### config.mk
export PLATFORM = sky130hd
export DESIGN_NAME = spi_frame_seq
export DESIGN_NICKNAME = d
export VERILOG_FILES = /design/src/rtl/spi_frame_seq_pkg.sv /design/src/rtl/sync_fifo.sv /design/src/rtl/spi_frame_seq.sv
export SDC_FILE = /design/constraint.sdc
export NUM_CORES = 1
export LEC_CHECK = 0
export CAP_MARGIN = 25
export CELL_PAD_IN_SITES_DETAIL_PLACEMENT = 0
export CELL_PAD_IN_SITES_GLOBAL_PLACEMENT = 1
export CORE_ASPECT_RATIO = 1.75
export CORE_MARGIN = 8
export CORE_UTILIZATION = 50
export CTS_BUF_LIST = sky130_fd_sc_hd__clkbuf_2 sky130_fd_sc_hd__clkbuf_4 sky130_fd_sc_hd__clkbuf_8
export CTS_CLUSTER_SIZE = 12
export DETAILED_ROUTE_END_ITERATION = 6
export PLACE_DENSITY_LB_ADDON = 0.2
export RECOVER_POWER = 25
export SYNTH_ARGS = -nofsm -noshare
export SYNTH_HDL_FRONTEND = slang
export SYNTH_HIERARCHICAL = 1
export SYNTH_SLANG_ARGS = --single-unit
### constraint.sdc
create_clock -name CLK -period 5.7 [get_ports CLK]
set_input_delay 0.57 -clock CLK [delete_from_list [all_inputs] [get_ports CLK]]
set_output_delay 0.57 -clock CLK [all_outputs]
set_load 0.01 [all_outputs]
### src/rtl/spi_frame_seq_pkg.sv
// Shared definitions for the SPI frame sequencer: FSM states, fill byte and
// the width helper for the chip-select delay counter.
package spi_frame_seq_pkg;

  typedef enum logic [2:0] {
    ST_IDLE    = 3'd0,
    ST_SETUP   = 3'd1,
    ST_SEND    = 3'd2,
    ST_WAIT_RX = 3'd3,
    ST_HOLD    = 3'd4,
    ST_FIN     = 3'd5
  } state_e;

  localparam logic [7:0] FILL_BYTE      = 8'hFF;
  localparam int         CS_DLY_DEFAULT = 4;

  // The delay counter only has to reach CS_DLY-1.
  function automatic int dly_cnt_width(input int dly);
    return (dly <= 2) ? 1 : $clog2(dly);
  endfunction

endpackage

### src/rtl/sync_fifo.sv
// Single-clock first-word-fall-through FIFO; the head word is visible on
// data_o whenever empty_o is low.
module sync_fifo #(
  parameter int WIDTH      = 8,
  parameter int ADDR_WIDTH = 4
) (
  input  logic             clk_i,
  input  logic             rst_i,
  input  logic             push_i,
  input  logic [WIDTH-1:0] data_i,
  input  logic             pop_i,
  output logic [WIDTH-1:0] data_o,
  output logic             full_o,
  output logic             empty_o
);

  localparam int DEPTH = 1 << ADDR_WIDTH;

  logic [WIDTH-1:0]      mem_q [DEPTH];
  logic [ADDR_WIDTH-1:0] wr_ptr_q;
  logic [ADDR_WIDTH-1:0] rd_ptr_q;
  logic [ADDR_WIDTH:0]   count_q;
  logic                  do_push;
  logic                  do_pop;

  assign empty_o = (count_q == '0);
  assign full_o  = (count_q == (ADDR_WIDTH + 1)'(DEPTH));
  assign do_pop  = pop_i && !empty_o;
  // A pop in the same cycle frees the slot, so a push into a full FIFO is kept.
  assign do_push = push_i && (!full_o || do_pop);
  assign data_o  = mem_q[rd_ptr_q];

  // NOTE: the storage array is deliberately left out of reset; only the
  // pointers and count need a known value, and a reset-free array maps to RAM.
  always_ff @(posedge clk_i) begin
    if (do_push) mem_q[wr_ptr_q] <= data_i;
  end

  // NOTE: clocked state uses non-blocking assignments so every register
  // samples the pre-edge values regardless of statement order.
  always_ff @(posedge clk_i or posedge rst_i) begin
    if (rst_i) begin
      wr_ptr_q <= '0;
      rd_ptr_q <= '0;
      count_q  <= '0;
    end else begin
      if (do_push) wr_ptr_q <= wr_ptr_q + 1'b1;
      if (do_pop)  rd_ptr_q <= rd_ptr_q + 1'b1;
      case ({do_push, do_pop})
        2'b10:   count_q <= count_q + 1'b1;
        2'b01:   count_q <= count_q - 1'b1;
        default: count_q <= count_q;
      endcase
    end
  end

endmodule

### src/rtl/spi_frame_seq.sv
// Multi-byte SPI transaction sequencer: frames CS_N around LEN bytes fed one
// at a time to SPI_cont and collects the returned bytes into an RX FIFO.
module spi_frame_seq
  import spi_frame_seq_pkg::*;
#(
  parameter int         ADDR_WIDTH = 4,
  parameter int         LEN_WIDTH  = 8,
  parameter int         CS_DLY     = CS_DLY_DEFAULT,
  parameter logic [7:0] FILL       = FILL_BYTE
) (
  input  logic                 CLK,
  input  logic                 RST,
  input  logic                 TX_STB,
  input  logic [7:0]           TX_DATA,
  output logic                 TX_FULL,
  input  logic                 RX_STB,
  output logic [7:0]           RX_DATA,
  output logic                 RX_EMPTY,
  output logic                 RX_OVF,
  input  logic                 START,
  input  logic [LEN_WIDTH-1:0] LEN,
  output logic                 BUSY,
  output logic                 DONE,
  output logic                 CS_N,
  output logic                 SPI_W_STB,
  output logic [7:0]           SPI_W_DATA,
  input  logic                 SPI_W_READY,
  input  logic                 SPI_R_STB,
  input  logic [7:0]           SPI_R_DATA
);

  localparam int             DLY_W    = dly_cnt_width(CS_DLY);
  localparam logic [DLY_W-1:0] DLY_LAST = DLY_W'(CS_DLY - 1);

  state_e               state_q;
  logic [LEN_WIDTH-1:0] remaining_q;
  logic [DLY_W-1:0]     dly_q;
  logic                 cs_n_q;
  logic                 busy_q;
  logic                 done_q;
  logic                 w_stb_q;
  logic [7:0]           w_data_q;
  logic                 rx_ovf_q;

  logic       tx_pop;
  logic       tx_empty;
  logic [7:0] tx_head;
  logic       rx_push;
  logic       rx_full;
  logic       rx_drop;

  sync_fifo #(.WIDTH(8), .ADDR_WIDTH(ADDR_WIDTH)) u_tx_fifo (
    .clk_i   (CLK),
    .rst_i   (RST),
    .push_i  (TX_STB),
    .data_i  (TX_DATA),
    .pop_i   (tx_pop),
    .data_o  (tx_head),
    .full_o  (TX_FULL),
    .empty_o (tx_empty)
  );

  sync_fifo #(.WIDTH(8), .ADDR_WIDTH(ADDR_WIDTH)) u_rx_fifo (
    .clk_i   (CLK),
    .rst_i   (RST),
    .push_i  (rx_push),
    .data_i  (SPI_R_DATA),
    .pop_i   (RX_STB),
    .data_o  (RX_DATA),
    .full_o  (rx_full),
    .empty_o (RX_EMPTY)
  );

  // NOTE: every always_comb output gets a default first so no path leaves it
  // unassigned, which would otherwise infer a latch.
  always_comb begin
    tx_pop  = 1'b0;
    rx_push = 1'b0;
    case (state_q)
      ST_SEND:    tx_pop  = SPI_W_READY && !tx_empty;
      ST_WAIT_RX: rx_push = SPI_R_STB;
      default:    ;
    endcase
  end

  assign rx_drop = rx_push && rx_full && !(RX_STB && !RX_EMPTY);

  always_ff @(posedge CLK or posedge RST) begin
    if (RST) begin
      state_q     <= ST_IDLE;
      remaining_q <= '0;
      dly_q       <= '0;
      cs_n_q      <= 1'b1;
      busy_q      <= 1'b0;
      done_q      <= 1'b0;
      w_stb_q     <= 1'b0;
      w_data_q    <= '0;
      rx_ovf_q    <= 1'b0;
    end else begin
      done_q   <= 1'b0;
      w_stb_q  <= 1'b0;
      w_data_q <= '0;
      if (rx_drop) rx_ovf_q <= 1'b1;

      case (state_q)
        ST_IDLE: begin
          if (START) begin
            busy_q <= 1'b1;
            if (LEN != '0) begin
              remaining_q <= LEN;
              rx_ovf_q    <= 1'b0;
              cs_n_q      <= 1'b0;
              dly_q       <= '0;
              state_q     <= ST_SETUP;
            end else begin
              state_q <= ST_FIN;
            end
          end
        end
        ST_SETUP: begin
          if (dly_q == DLY_LAST) begin
            dly_q   <= '0;
            state_q <= ST_SEND;
          end else begin
            dly_q <= dly_q + 1'b1;
          end
        end
        ST_SEND: begin
          if (SPI_W_READY) begin
            w_stb_q  <= 1'b1;
            w_data_q <= tx_empty ? FILL : tx_head;
            state_q  <= ST_WAIT_RX;
          end
        end
        ST_WAIT_RX: begin
          if (SPI_R_STB) begin
            remaining_q <= remaining_q - 1'b1;
            dly_q       <= '0;
            state_q     <= (remaining_q == LEN_WIDTH'(1)) ? ST_HOLD : ST_SEND;
          end
        end
        ST_HOLD: begin
          if (dly_q == DLY_LAST) begin
            dly_q   <= '0;
            cs_n_q  <= 1'b1;
            state_q <= ST_FIN;
          end else begin
            dly_q <= dly_q + 1'b1;
          end
        end
        ST_FIN: begin
          done_q  <= 1'b1;
          busy_q  <= 1'b0;
          state_q <= ST_IDLE;
        end
        default: begin
          cs_n_q  <= 1'b1;
          busy_q  <= 1'b0;
          state_q <= ST_IDLE;
        end
      endcase
    end
  end

  assign CS_N       = cs_n_q;
  assign BUSY       = busy_q;
  assign DONE       = done_q;
  assign SPI_W_STB  = w_stb_q;
  assign SPI_W_DATA = w_data_q;
  assign RX_OVF     = rx_ovf_q;

endmodule

# Word level (Yosys, flattened, before mapping)
# Memories as Yosys holds them, arrays and structs flattened.
# Index checks and enable logic that the tools add are counted.
# classes
addsub	10
eq_ne	19
muxes	41
bitwise	2
n_reduce_logical	30
# ops
operator	n
two-way mux 8 bit	6
two-way mux 3 bit	7
one-hot mux 5 bit (2 select lines)	2
two-way mux 1 bit	17
adder 4 x 1 -> 4 bit, second input constant	4
one-hot mux 8 bit (2 select lines)	1
one-hot mux 3 bit (5 select lines)	1
!= test 2 bit, second input constant	6
AND reduction 4 bit	3
adder 5 x 1 -> 5 bit, second input constant	2
equality test 5 bit, second input constant	2
zero test 5 bit	2
subtractor 5 x 1 -> 5 bit, second input constant	2
equality test 8 x 1 -> 1 bit, second input constant	1
two-way mux 2 bit	4
nonzero test 8 bit	1
OR reduction 4 bit	2
subtractor 8 x 1 -> 8 bit, second input constant	1
logical AND 1 bit	7
equality test 2 bit, second input constant	3
equality test 3 x 2 -> 1 bit, second input constant	2
equality test 3 bit, second input constant	2
one-hot mux 2 bit (3 select lines)	1
nonzero test 2 bit	3
other kinds (13)	20
# totals
ff_bits	52
mem_bits_rw	256
out_inout_bits	23
mem_count	2
# mem_list
name	depth	word_bits	read_ports	rd_ports_with_merged_regs	wr	line_no	text
u_rx_fifo.mem_q	16	8	1	0	1	sync_fifo.sv:19	logic [WIDTH-1:0] mem_q [DEPTH];
u_tx_fifo.mem_q	16	8	1	0	1	sync_fifo.sv:19	

# Logic depth before layout (Yosys ltp)
# Gate-level depths: netlist of run 1.
# depth
ltp_word	9
mapped_depth	13

# By module
# Netlist of run 1, hierarchy kept.
# modules_own_cells
module	n_inst	cells_per_inst	area_per_inst_um2
sync_fifo (u_tx_fifo)	1	296	5799.3
sync_fifo (u_rx_fifo)	1	296	5749.3
spi_frame_seq	1	143	1447.6

# Least setup slack after synthesis of run 1
# No wires, ideal clock.
# synth_timing
path_type	input-to-reg
startpoint	in SPI_W_READY
endpoint	reg u_tx_fifo.count_q[4]
setup_time_ns	0.087
arrival_time_ns	2.948
required_ns	5.613
path_slack_ns	2.666
path_stages	11
path_buffers	1
cell_sequence	nor2b_1 > and3_1 > clkbuf_1 > nor2b_1 > o21ai_2 > or2_2 > fa_1 > nand2b_1 > a211o_1 > o31a_1 > o211ai_1
# synth_via
elab_chain_cells	7
word_cells_on_any_way	9
# synth_lines
item	line_no	text
start, declared	spi_frame_seq.sv:27	input logic SPI_W_READY,
logical AND 1 bit (*)	spi_frame_seq.sv:80	ST_SEND: tx_pop = SPI_W_READY && !tx_empty;
two-way mux 1 bit (*)	spi_frame_seq.sv:79	case (state_q)
via tx_pop	spi_frame_seq.sv:45	logic tx_pop;
logical AND 1 bit (*)	sync_fifo.sv:28	assign do_pop = pop_i && !empty_o;
logical OR 1 bit	sync_fifo.sv:30	assign do_push = push_i && (!full_o || do_pop);
logical AND 1 bit	sync_fifo.sv:30	
equality test 2 x 1 -> 1 bit or equality test 2 bit (tied branches)	sync_fifo.sv:49	case ({do_push, do_pop})
one-hot mux 5 bit (2 select lines) or nonzero test 2 bit (tied branches)	--	
end signal, assigned	sync_fifo.sv:50	2'b10: count_q <= count_q + 1'b1;
end signal, assigned	sync_fifo.sv:51	2'b01: count_q <= count_q - 1'b1;
end signal, assigned	sync_fifo.sv:52	default: count_q <= count_q;
end, declared	sync_fifo.sv:22	logic [ADDR_WIDTH:0] count_q;
# The timed path passes the listed nets; every way through them passes the cells marked *.
# A chain may end at the register's enable or synchronous reset.

# Worst setup path after layout of run 1
# layout_timing
startpoint	reg u_rx_fifo.rd_ptr_q[0]
endpoint	out RX_DATA[2]
# layout_via
elab_chain_cells	1
# layout_lines
item	line_no	text
start, declared	sync_fifo.sv:21	logic [ADDR_WIDTH-1:0] rd_ptr_q;
start signal, assigned	sync_fifo.sv:48	if (do_pop) rd_ptr_q <= rd_ptr_q + 1'b1;
memory (16 x 8 bit)	--	
end, declared	spi_frame_seq.sv:17	output logic [7:0] RX_DATA,
# Every way passes these cells.

==> impl_metrics.toml, run 1 <==
[global_route]
grt_pass1_wl_mm = 43.9
grt-ovfl-total = 0
antenna_found_initial = 0
track_usage_pct = 18.7
grt_pass1_vias = 7416
grt_max_degree = 36

[clock_network]
cts-htree-levels = 2
clock-sinks = 308
cts_tree = "done"
clk_pin_slew_ns = 0.06
clock_path_buffers = 3
tritoncts.num_buffers = 43
cts_hold_buf = 0
cts_root_buffer = "clkbuf_8"
insertion_delay_ns = 0.55
postCtsSetupBuffers = 0
ctsResizeCount = 0

[timing]
tns_ns = 0
hold_violations = 0
tightestPinTransition_ns = 1.28
drv_slew = 0
fmax_mhz = 268
finClkSkew_ns = 0.0235
fin_crit_sh_pct = 65.4
rsz0062_at_grt = "no"
post-route-min-period_ns = 3.73
slew_headroom_pct = 14.5
final-setup-viol-count = 0

[floorplanning]
ios = 54
coreArea_um2 = 25800
fp.dieW_um = 138
start_util_pct = 50.4
dieHeight_um = 229
fp-row-count = 78
die_area_um2 = 31600

[worst_setup_path]
critical_path_class = "reg2out"
crit_path_top_delay_cell = "dfrtp_2"
path_buf_inv = 2
crit_path_start_kind = "flip-flop"
cp.arrival_ns = 3.16
worstPathMaxFanout = 27
cp.required_ns = 5.13
r2r_setup_slack_ns = 2.09
critPathCaptureType = "output port"
max_stage_delay_ns = 0.95
cpLargestDelayFamily = "flip-flops"
path_cells = "buf_4 > mux4_2 > a22oi_1 > nand2_1 > clkdlybuf4s50_1"

[power]
ir_worst_vdd_mv = 0.306
power_density_nw_per_um2 = 494
leakage_nw = 5.17

[place]
portBuffers = 53
place_inst = 1078
hpwl_mm = 20.9
place_congestion = 0.869

[routing]
first_iter_violations = 465
drc = 0
drtPass1Iterations = 5
via_per_inst = 5.96
finalWirelength_mm = 28.9
num_vias = 6899
post_drt_wl_per_cell_um = 25.0
ant_nets = 0

[layout]
drive_gt1_share_pct = 20.1
fillerInstances = 2005
finalNonFillerCells = 1157
area_delta_synth_final_pct = 13.8
nNetsFinal = 855
final-seq-area_um2 = 8990
multi_input_comb_area_um2 = 3720

[synthesis]
synthTopCellsByArea = "edfxtp_1, mux4_2, dfrtp_1"
synth_top_area_share_pct = 59.2
synthCells = 735
ys_async_sr_fraction_pct = 16.9
synth_cell_types = 74
yosys_warnings = 6
synth_seq_cells = 308
yosysSeqAreaShare_pct = 69.2
synthesis.area_per_instance_um2 = 17.7
synth_fp_nets = 787
yosysMostFrequentCell = "edfxtp_1"
synth_commonest_cells = "edfxtp_1, mux4_2, dfrtp_1"
ys.flop_type = "edfxtp_1"
synth_edf_count = 256
synth_top_cell_by_area = "edfxtp_1"
syn_area_um2 = 13000

[outcome]
outcome = "finished, final reports clean"

[run]
drv_cap = 0

[worst_hold_path]
holdCritPathClass = "reg2reg"
## per-layer routing
| layer | wire [µm] | GRT usage (%) | up-vias |
|---|---|---|---|
| met5 | 0 | 0 | - |
| met1 | 9800 | 18.8 | 3549 |
| met3 | 1220 | 3.07 | 60 |
| met4 | 1120 | 8.07 | 0 |
| met2 | 16800 | 36.0 | 209 |
| li1 | - | - | 3081 |
## power breakdown
group / switching [mW] / total [mW] / leakage, nW / internal, mW
registers: 0.359 / 3.10 / 2.94 / 2.74
logic: 1.12 / 2.23 / 1.70 / 1.11
clock network: 0.813 / 1.99 / 0.526 / 1.18
total: 2.29 / 7.31 / 5.17 / 5.02
## cell usage in the layout, fill, tap and decap left out, types with 8 or more instances in the layout
cell	count
inv_1	20
nor2_1	18
clkinv_1	8
o21a_1	8
xnor2_1	17
ha_1	19
a21oi_1	10
edfxtp_1	256
nand3_1	12
mux4_2	62
clkdlybuf4s50_1	45
a22oi_1	34
nor2b_1	10
dlygate4sd3_1	8
clkbuf_8	47
dfrtp_1	48
and3_1	33
nand2b_1	11
nand2_1	28
bufinv_16	8
## logic make-up after synthesis
logic type | share of synthesized area [%]
AO/OA/AOI/OAI | 6.22
XOR/XNOR | 1.28
adder cells (fa/ha/maj) | 2.14
buffers and inverters | 2.22
flip-flops | 69.2
multiplexers | 12.1
AND/OR/NAND/NOR | 6.89
## registers in the layout (all words and copies together), names as in the netlist, 2 cells and up
register and cells:
u_rx_fifo/rd_ptr_q 4, u_rx_fifo/count_q 5, dly_q 2, state_q 3, u_tx_fifo/wr_ptr_q 4, u_rx_fifo/mem_q 128
u_tx_fifo/mem_q 128, u_tx_fifo/rd_ptr_q 4, SPI_W_DATA 8, remaining_q 8, u_tx_fifo/count_q 5, u_rx_fifo/wr_ptr_q 4
## final timing paths
kind                                                        start                                 to  cells past startpoint
worst max-delay path            u_rx_fifo/rd_ptr_q[0]$_DFFE_PP0N_                         RX_DATA[2]                      5
worst min-delay path            u_rx_fifo/wr_ptr_q[2]$_DFFE_PP0P_  u_rx_fifo/wr_ptr_q[2]$_DFFE_PP0P_                      1
worst max register to register             state_q[0]$_DFFE_PP0P_   u_tx_fifo/count_q[4]$_DFFE_PP0P_                     10
worst min register to register  u_rx_fifo/wr_ptr_q[2]$_DFFE_PP0P_  u_rx_fifo/wr_ptr_q[2]$_DFFE_PP0P_                      1
max in group asynchronous                                     RST         remaining_q[6]$_DFFE_PP0P_                      3
min in group asynchronous                                     RST                SPI_W_STB$_DFF_PP0_                      2
## final cells by class
| class | instances | area share [%] |
|---|---|---|
| sequential | 308 | 60.8 |
| multi-input combinational | 371 | 25.1 |
| clock buffer | 54 | 4.73 |
| timing repair buffer | 57 | 3.85 |
| tap | 320 | 2.71 |
| clock inverter | 24 | 2.17 |
| inverter | 22 | 0.558 |
| antenna | 1 | 0.0169 |
## metrics by stage
stage	cell area (µm²)	hold WS (ns)	worst slack [ns]	util, %	total power, mW
6_report	14800	0.494	1.97	57.4	7.31
5_1_grt	14800	0.512	1.73	57.4	7.67
4_1_cts	14800	0.451	1.85	57.5	7.39
3_5_place_dp	13800	0.483	1.79	53.5	5.39
3_3_place_gp	13700	0.480	1.99	53.3	5.31
2_1_floorplan	13000	0.447	2.67	-	4.66
(Power assumes the default switching activity.)
==> inputs of run 2 (changes only) <==
Clock period 5.7 ns to 3.8 ns, I/O delays scaled along.
==> impl_metrics.toml, run 2 (synthesized netlist as in run 1, its figures left out) <==
[outcome]
outcome = "finished, final reports clean"

[worst_setup_path]
path_cells = "nor4_4 > nand2b_1 > clkinv_1 > nor2b_1 > o21ai_2 > or2_2 > fa_1 > nand2b_1 > a211o_1 > o211ai_1 > o211ai_1"
critPathCaptureType = "flip-flop"
r2r_setup_slack_ns = 0.49
critical_path_class = "reg2reg"
cp.arrival_ns = 3.73
path_buf_inv = 1
cpLargestDelayFamily = "simple AND/OR/NAND/NOR gates"
crit_path_start_kind = "flip-flop"
max_stage_delay_ns = 0.52
worstPathMaxFanout = 10
crit_cells = 11
cp.required_ns = 4.21
crit_path_top_delay_cell = "nor2b_1"
reg2reg_depth = 11

[floorplanning]
fp.dieW_um = 138
fp-row-count = 78
coreArea_um2 = 25800
start_util_pct = 50.4
ios = 54
dieHeight_um = 229
die_area_um2 = 31600

[timing]
finClkSkew_ns = 0.0197
fmax_mhz = 302
fin_crit_sh_pct = 87.2
rsz0062_at_grt = "no"
tightestPinTransition_ns = 1.25
final-setup-viol-count = 0
post-route-min-period_ns = 3.31
hold_violations = 0
slew_headroom_pct = 16.7
tns_ns = 0
drv_slew = 0

[routing]
drtPass1Iterations = 5
finalWirelength_mm = 29.1
via_per_inst = 5.95
post_drt_wl_per_cell_um = 25.1
first_iter_violations = 578
drc = 0
ant_nets = 0
num_vias = 6910

[clock_network]
cts_root_buffer = "clkbuf_8"
clock-sinks = 308
cts_hold_buf = 0
tritoncts.num_buffers = 44
insertion_delay_ns = 0.55
postCtsSetupBuffers = 0
cts_tree = "done"
ctsResizeCount = 0
clock_path_buffers = 3
clk_pin_slew_ns = 0.07
cts-htree-levels = 2

[place]
place_congestion = 0.926
hpwl_mm = 20.8
portBuffers = 53
place_inst = 1082

[power]
p_int_mw = 7.29
leakage_nw = 5.16
clkPwrFrac_pct = 25.5
total_power_mw = 10.7
switching_share_pct = 31.8
combPwrFrac_pct = 31.8
p_sw_mw = 3.41
p_seq_share_pct = 42.8
power_density_nw_per_um2 = 727
ir_worst_vdd_mv = 0.466

[global_route]
grt_pass1_wl_mm = 44.8
grt-ovfl-total = 0
antenna_found_initial = 0
grt_max_degree = 34
track_usage_pct = 19.1
grt_pass1_vias = 7474

[worst_hold_path]
holdCritPathClass = "in2async"

[layout]
finalNonFillerCells = 1162
nNetsFinal = 860
final_cell_mix = "edfxtp_1, mux4_2, dfrtp_1"
n_antenna_cell = 0
layout_commonest_cell = "edfxtp_1"
largestRegisters = "u_rx_fifo/mem_q x128, u_tx_fifo/mem_q x128"
area_delta_synth_final_pct = 13.3
drive_gt1_share_pct = 21.0

[run]
drv_cap = 0
## run 2: layout make-up
type,count,area (µm²)
sequential,308,8990
multi-input combinational,371,3720
timing repair buffer,61,599
fill,2023,11000
tap,320,400
clock inverter,18,164
inverter,22,82.6
clock buffer,62,766
## run 2: worst register-to-register path, delay by kind of cell (launching register included)
family | cells | cell delay, ns
flops | 1 | 0.44
compound gates | 4 | 0.68
simple gates | 5 | 1.31
fa+ha+maj | 1 | 0.43
buf+inv | 1 | 0.32
## run 2: through the flow
| stage | hold WS, ns | area, µm² | setup WS, ns | utilization, % |
|---|---|---|---|---|
| floorplan | 0.257 | 13000 | 0.843 | - |
| CTS | 0.240 | 14700 | 0.463 | 57.2 |
| global route | 0.316 | 14700 | 0.232 | 57.1 |
| global placement | 0.476 | 13800 | 0.318 | 53.5 |
| finish | 0.319 | 14700 | 0.487 | 57.1 |
| detailed placement | 0.487 | 13800 | 0.221 | 53.6 |
## run 2: path summary, 6_finish.rpt
kind                                                         from                           endpoint
worst min-delay path                                          RST                SPI_W_STB$_DFF_PP0_
worst max register to register   u_tx_fifo/count_q[1]$_DFFE_PP0P_   u_tx_fifo/count_q[4]$_DFFE_PP0P_
max in group asynchronous                                     RST            SPI_W_DATA[6]$_DFF_PP0_
worst max-delay path             u_tx_fifo/count_q[1]$_DFFE_PP0P_   u_tx_fifo/count_q[4]$_DFFE_PP0P_
worst min register to register  u_rx_fifo/wr_ptr_q[2]$_DFFE_PP0P_  u_rx_fifo/wr_ptr_q[2]$_DFFE_PP0P_
min in group CLK                u_rx_fifo/wr_ptr_q[2]$_DFFE_PP0P_  u_rx_fifo/wr_ptr_q[2]$_DFFE_PP0P_
## run 2: power groups by stage
stage	registers (mW)	clock network (mW)	logic (mW)
after floorplan	4.40	0	2.59
after global placement	4.63	0	3.36
after detailed placement	4.66	0	3.43
after CTS	4.59	2.81	3.44
after global routing	4.64	2.94	3.68
final	4.58	2.73	3.40
## run 2: layer usage
metal	share of wire (%)	up-vias	GRT usage, %
li1	-	3101	-
met3	4.3	71	3.24
met5	0	-	0
met1	34	3540	20.1
met2	57	198	35.3
met4	4.0	0	8.74
